**src/rtl/freq_meter.sv**
```systemverilog
// freq_meter
//   Measures edge count and high time of a slow asynchronous input over a
//   fixed window of GATE_CYCLES clock_i cycles. Windows run back-to-back
//   while enable_i is high; dropping enable_i mid-window discards the
//   partial window.
//
// Ports
//   clock_i   system clock, all logic on rising edge
//   reset_i   asynchronous active-high reset
//   signal_i  signal under measurement, asynchronous to clock_i
//   enable_i  level: 1 = measure continuously, 0 = idle/abort
//   edges_o   rising edges in last completed window
//   high_o    clock_i cycles signal was high in last completed window
//   stuck_o   last completed window saw no rising edge
//   level_o   synchronized signal level at end of last window
//   valid_o   one-cycle pulse when results update
//   busy_o    measurement window in progress
module freq_meter #(
  parameter int unsigned GATE_CYCLES = 100000000,
  parameter int unsigned COUNT_WIDTH = 28
) (
  input  logic                   clock_i,
  input  logic                   reset_i,
  input  logic                   signal_i,
  input  logic                   enable_i,
  output logic [COUNT_WIDTH-1:0] edges_o,
  output logic [COUNT_WIDTH-1:0] high_o,
  output logic                   stuck_o,
  output logic                   level_o,
  output logic                   valid_o,
  output logic                   busy_o
);

  typedef enum logic {
    IDLE    = 1'b0,
    MEASURE = 1'b1
  } state_t;

  localparam logic [COUNT_WIDTH-1:0] GATE_LAST = COUNT_WIDTH'(GATE_CYCLES - 1);

  state_t state, state_next;

  logic s1, s2, s3;
  logic rise, hi;

  logic [COUNT_WIDTH-1:0] gate_cnt, edge_cnt, high_cnt;
  logic [COUNT_WIDTH-1:0] edge_sum, high_sum;

  logic clear, count, report;

  // Front end: two-flop synchronizer plus one delay flop for edge detect.
  always_ff @(posedge clock_i or posedge reset_i) begin
    if (reset_i) begin
      s1 <= 1'b0;
      s2 <= 1'b0;
      s3 <= 1'b0;
    end else begin
      s1 <= signal_i;
      s2 <= s1;
      s3 <= s2;
    end
  end

  assign rise = s2 & ~s3;
  assign hi   = s2;

  // Totals including the current cycle, so the window-end cycle is counted.
  assign edge_sum = edge_cnt + COUNT_WIDTH'(rise);
  assign high_sum = high_cnt + COUNT_WIDTH'(hi);

  always_ff @(posedge clock_i or posedge reset_i) begin
    if (reset_i) state <= IDLE;
    else         state <= state_next;
  end

  always_comb begin
    state_next = state;
    clear      = 1'b0;
    count      = 1'b0;
    report     = 1'b0;
    case (state)
      IDLE: begin
        clear = 1'b1;
        if (enable_i) state_next = MEASURE;
      end
      MEASURE: begin
        // Window end takes priority over abort: a window whose last cycle
        // coincides with enable_i falling still reports.
        if (gate_cnt == GATE_LAST) begin
          report     = 1'b1;
          clear      = 1'b1;
          state_next = enable_i ? MEASURE : IDLE;
        end else if (!enable_i) begin
          clear      = 1'b1;
          state_next = IDLE;
        end else begin
          count = 1'b1;
        end
      end
      default: begin
        clear      = 1'b1;
        state_next = IDLE;
      end
    endcase
  end

  always_ff @(posedge clock_i or posedge reset_i) begin
    if (reset_i) begin
      gate_cnt <= '0;
      edge_cnt <= '0;
      high_cnt <= '0;
    end else if (clear) begin
      gate_cnt <= '0;
      edge_cnt <= '0;
      high_cnt <= '0;
    end else if (count) begin
      gate_cnt <= gate_cnt + 1'b1;
      edge_cnt <= edge_sum;
      high_cnt <= high_sum;
    end
  end

  always_ff @(posedge clock_i or posedge reset_i) begin
    if (reset_i) begin
      edges_o <= '0;
      high_o  <= '0;
      stuck_o <= 1'b0;
      level_o <= 1'b0;
      valid_o <= 1'b0;
    end else begin
      valid_o <= report;
      if (report) begin
        edges_o <= edge_sum;
        high_o  <= high_sum;
        stuck_o <= (edge_sum == '0);
        level_o <= s2;
      end
    end
  end

  assign busy_o = (state == MEASURE);

endmodule

```
**config.mk**
```make
export PLATFORM = sky130hd
export DESIGN_NAME = freq_meter
export DESIGN_NICKNAME = d
export VERILOG_FILES = /design/src/rtl/freq_meter.sv
export SDC_FILE = /design/constraint.sdc
export NUM_CORES = 1
export LEC_CHECK = 0
export BUFFER_PORTS_ARGS = -buffer_cell sky130_fd_sc_hd__buf_2
export CAP_MARGIN = 5
export CORE_ASPECT_RATIO = 1.4
export CORE_UTILIZATION = 53
export CTS_BUF_LIST = sky130_fd_sc_hd__clkbuf_16
export DETAILED_ROUTE_END_ITERATION = 16
export HOLD_SLACK_MARGIN = 0.1
export PLACE_DENSITY = 0.76
export SLEW_MARGIN = 10
export SYNTH_ARGS = -nofsm -noshare
export SYNTH_HDL_FRONTEND = slang
export SYNTH_SLANG_ARGS = --single-unit
```
**constraint.sdc**
```tcl
create_clock -name clock_i -period 5.05 [get_ports clock_i]
set_input_delay 1.2625 -clock clock_i [delete_from_list [all_inputs] [get_ports clock_i]]
set_output_delay 1.2625 -clock clock_i [all_outputs]
set_load 0.005 [all_outputs]
```
==> flow_summary_export.csv <==
group,metric,value,unit
placement,port_buffers,63,
synthesis,synth.most_common_cell,"dfrtp_1",
clocking,cts_max_level,4,
synthesis,ys.flop_type,"dfrtp_1",
global_route,grt_usage,0.228,
clocking,cts_hold_buf,0,
die,die_area,12700,um^2
power,p_leak,3.42,nW
synthesis,ys_warn_count,0,
clocking,cts_setup_buffers,0,
power,power,2.43,mW
final_layout,diodes,0,
die,num_rows,47,
worst_setup_path,rr_worst_depth,9,
min_path,hold_start,"s1",
timing,finalCritPeriodShare,0.591,
die,core-area,11900,um^2
placement,dpl.hpwl,8.93,mm
synthesis,syn_area_per_cell,9.98,um^2
timing,finClkSkew,0.00809,ns
min_path,hold-path-cell-count,0,
synthesis,ys_types,44,
worst_setup_path,r2r-end,"stuck_o",
worst_setup_path,path_max_fanout,7,
timing,whs,0.388,ns
worst_setup_path,regToRegSetupSlack,2.06,ns
final_layout,final_cell_count_no_fill,874,
timing,fmax,335,MHz
global_route,grt-ovfl-total,0,
power,ir_drop,0.000231,V
synthesis,synth_area_leader_cell,"dfrtp_1",
die,start_util,0.547,
synthesis,synthArstFlopShare,1.00,
placement,place.gp.congestion,0.888,
synthesis,synthTopCellsByArea,"dfrtp_1, nor2_1, xnor2_1",
global_route,grt_pass1_wl,22.5,mm
worst_setup_path,worstPathRequired,5.39,ns
drt,vias,4853,
synthesis,syn-num-nets,661,
timing,finalCriticalPeriod,2.99,ns
drt,routed_via_density,5.55,
global_route,antenna_found_initial,0,
worst_setup_path,worstSetupPathType,"flop to flop",
timing,slew_headroom,0.290,
synthesis,synth_top_area_frac,0.566,
die,boundaryPins,64,
timing,rsz0062_at_grt,"false",
global_route,grt_pass1_vias,4877,
timing,worstMarginPinSlew,1.06,ns
synthesis,synth_seq_area_share,0.566,
power,power.density,323,nW/um^2
synthesis,synth-seq-cells,147,
final_layout,design_area,7520,um^2
clocking,clkTransAtPathRegs,0.06,ns
worst_setup_path,cp-start-kind,"flop",
worst_setup_path,worst_setup_path_end_kind,"flop",
timing,drv_slew,0,
timing,setup_viol,0,
die,die_x,95.6,um
timing,fin_tns_setup,0,ns
drt,avgRoutedWirePerCell,15.4,um
synthesis,synth_edf_count,0,
die,dieHeight,133,um
worst_setup_path,reg2reg_from,"hi",
drt,ant_nets,0,
flow_run,maxCapViolCount,0,
clocking,ctsResizeCount,0,
final_layout,fillers,954,
min_path,min_path_type,"flop to flop",
clocking,clockBufferDepth,2,
drt,first_iter_violations,239,
drt,drt_wl_total,13.5,mm
clocking,clock_latency,0.42,ns
final_layout,drive_gt1_frac,0.154,
outcome,status,"finished clean",
synthesis,synth_cells,651,
placement,placed_cell_area,6950,um^2
min_path,hold_end,"hi",
final_layout,nNetsFinal,724,
clocking,cts_inserted_buffers,17,
timing,hold_violations,0,
clocking,cts.sink_count,147,
worst_setup_path,arrival,3.33,ns
clocking,cts_tree,"done",
final_layout,syn_to_final_growth,15.7,%
synthesis,synthTopCellsByCount,"dfrtp_1, nor2_1, nand2_1",
drt,dr.pass1.iters,4,
global_route,grt_max_degree,93,
clocking,clockRootBuffer,"clkbuf_16",
drt,drc,0,
placement,dp_cells,842,
synthesis,syn_area,6500,um^2
[state kept, by name, indices dropped and copies added (netlist names)]
register / count
s1: 1
edges_o: 28
high_o: 28
gate_cnt: 28
level_o: 1
edge_cnt: 28
busy_o: 1
stuck_o: 1
s3: 1
high_cnt: 28
hi: 1
valid_o: 1
[worst max-delay path: stages (launching register included)]
cell     delay (ns)
dfrtp_1        0.38
nor2b_1        0.22
ha_1           0.18
ha_1           0.23
nand3_2        0.17
or4_1          0.62
nor4b_1        0.54
nand3_1        0.15
a221o_1        0.33
o21ai_2        0.10
[stage by stage]
step,util,setup WS [ns]
after floorplan,-,1.94
after detailed placement,0.585,2.13
after global routing,0.633,1.83
after CTS,0.633,2.06
final,0.633,2.06
after global placement,0.585,2.21
[cells by family (layout without fill, tap and decap cells)]
family	after synthesis	count (layout)	share of synthesized area
XOR/XNOR	75	75	0.101
AO/OA/AOI/OAI	72	72	0.0605
multiplexers	1	1	0.00154
flip-flops	147	147	0.566
buffers and inverters	44	120	0.0279
adder cells (fa/ha/maj)	6	6	0.0116
AND/OR/NAND/NOR	306	306	0.231
[report_power, final]
part	total, mW	internal, mW	switching (mW)
combinational	0.0456	0.00778	0.0378
clock	1.20	0.720	0.479
sequential	1.18	1.18	0.00222
total	2.43	1.91	0.519
[how the worst max path moves through the flow]
stage               startpoint      end  slack (ns)  cells after the start
finish                      hi  stuck_o        2.06                      9
global placement            hi  stuck_o        2.21                      9
global route                hi  stuck_o        1.83                      9
CTS                         hi  stuck_o        2.06                      9
floorplan              reset_i   busy_o        1.94                      1
detailed placement          hi  stuck_o        2.13                      9
[per-layer routing]
metal / GRT usage / share of wire / vias to the layer above
li1: - / - / 2328
met1: 0.266 / 0.41 / 2378
met2: 0.392 / 0.53 / 120
met3: 0.0454 / 0.035 / 27
met4: 0.115 / 0.024 / 0
met5: 0 / 0 / -
[placed cells by master, fill, tap and decap left out, types with 2 or more instances in the layout]
cell,count
clkinvlp_4,6
nor2_1,99
nand4_2,2
a21oi_1,4
bufinv_16,2
buf_2,63
nor4b_1,7
and3_1,13
nor3b_1,3
ha_1,6
nand4_1,17
and2_1,6
dfrtp_1,147
xnor2_1,41
nor2b_1,2
clkbuf_16,17
nand3_1,27
clkinv_2,4
and4_1,9
nand3b_1,2
inv_1,18
o211a_1,2
o21ai_0,59
or3_1,5
nor3_1,12
nand2_1,85
buf_4,6
xor2_1,34
or4_1,4
nor4_1,5
or3_2,2
[final cells by class]
| type | instances | area, um^2 | area share |
|---|---|---|---|
| Tap cell | 147 | 184 | 0.0245 |
| Multi-Input combinational cell | 460 | 2640 | 0.351 |
| Clock inverter | 15 | 143 | 0.0190 |
| Sequential cell | 147 | 3680 | 0.489 |
| Clock buffer | 17 | 425 | 0.0566 |
| Inverter | 18 | 71.3 | 0.00949 |
| Timing Repair Buffer | 70 | 380 | 0.0506 |
(Power assumes the default switching activity.)
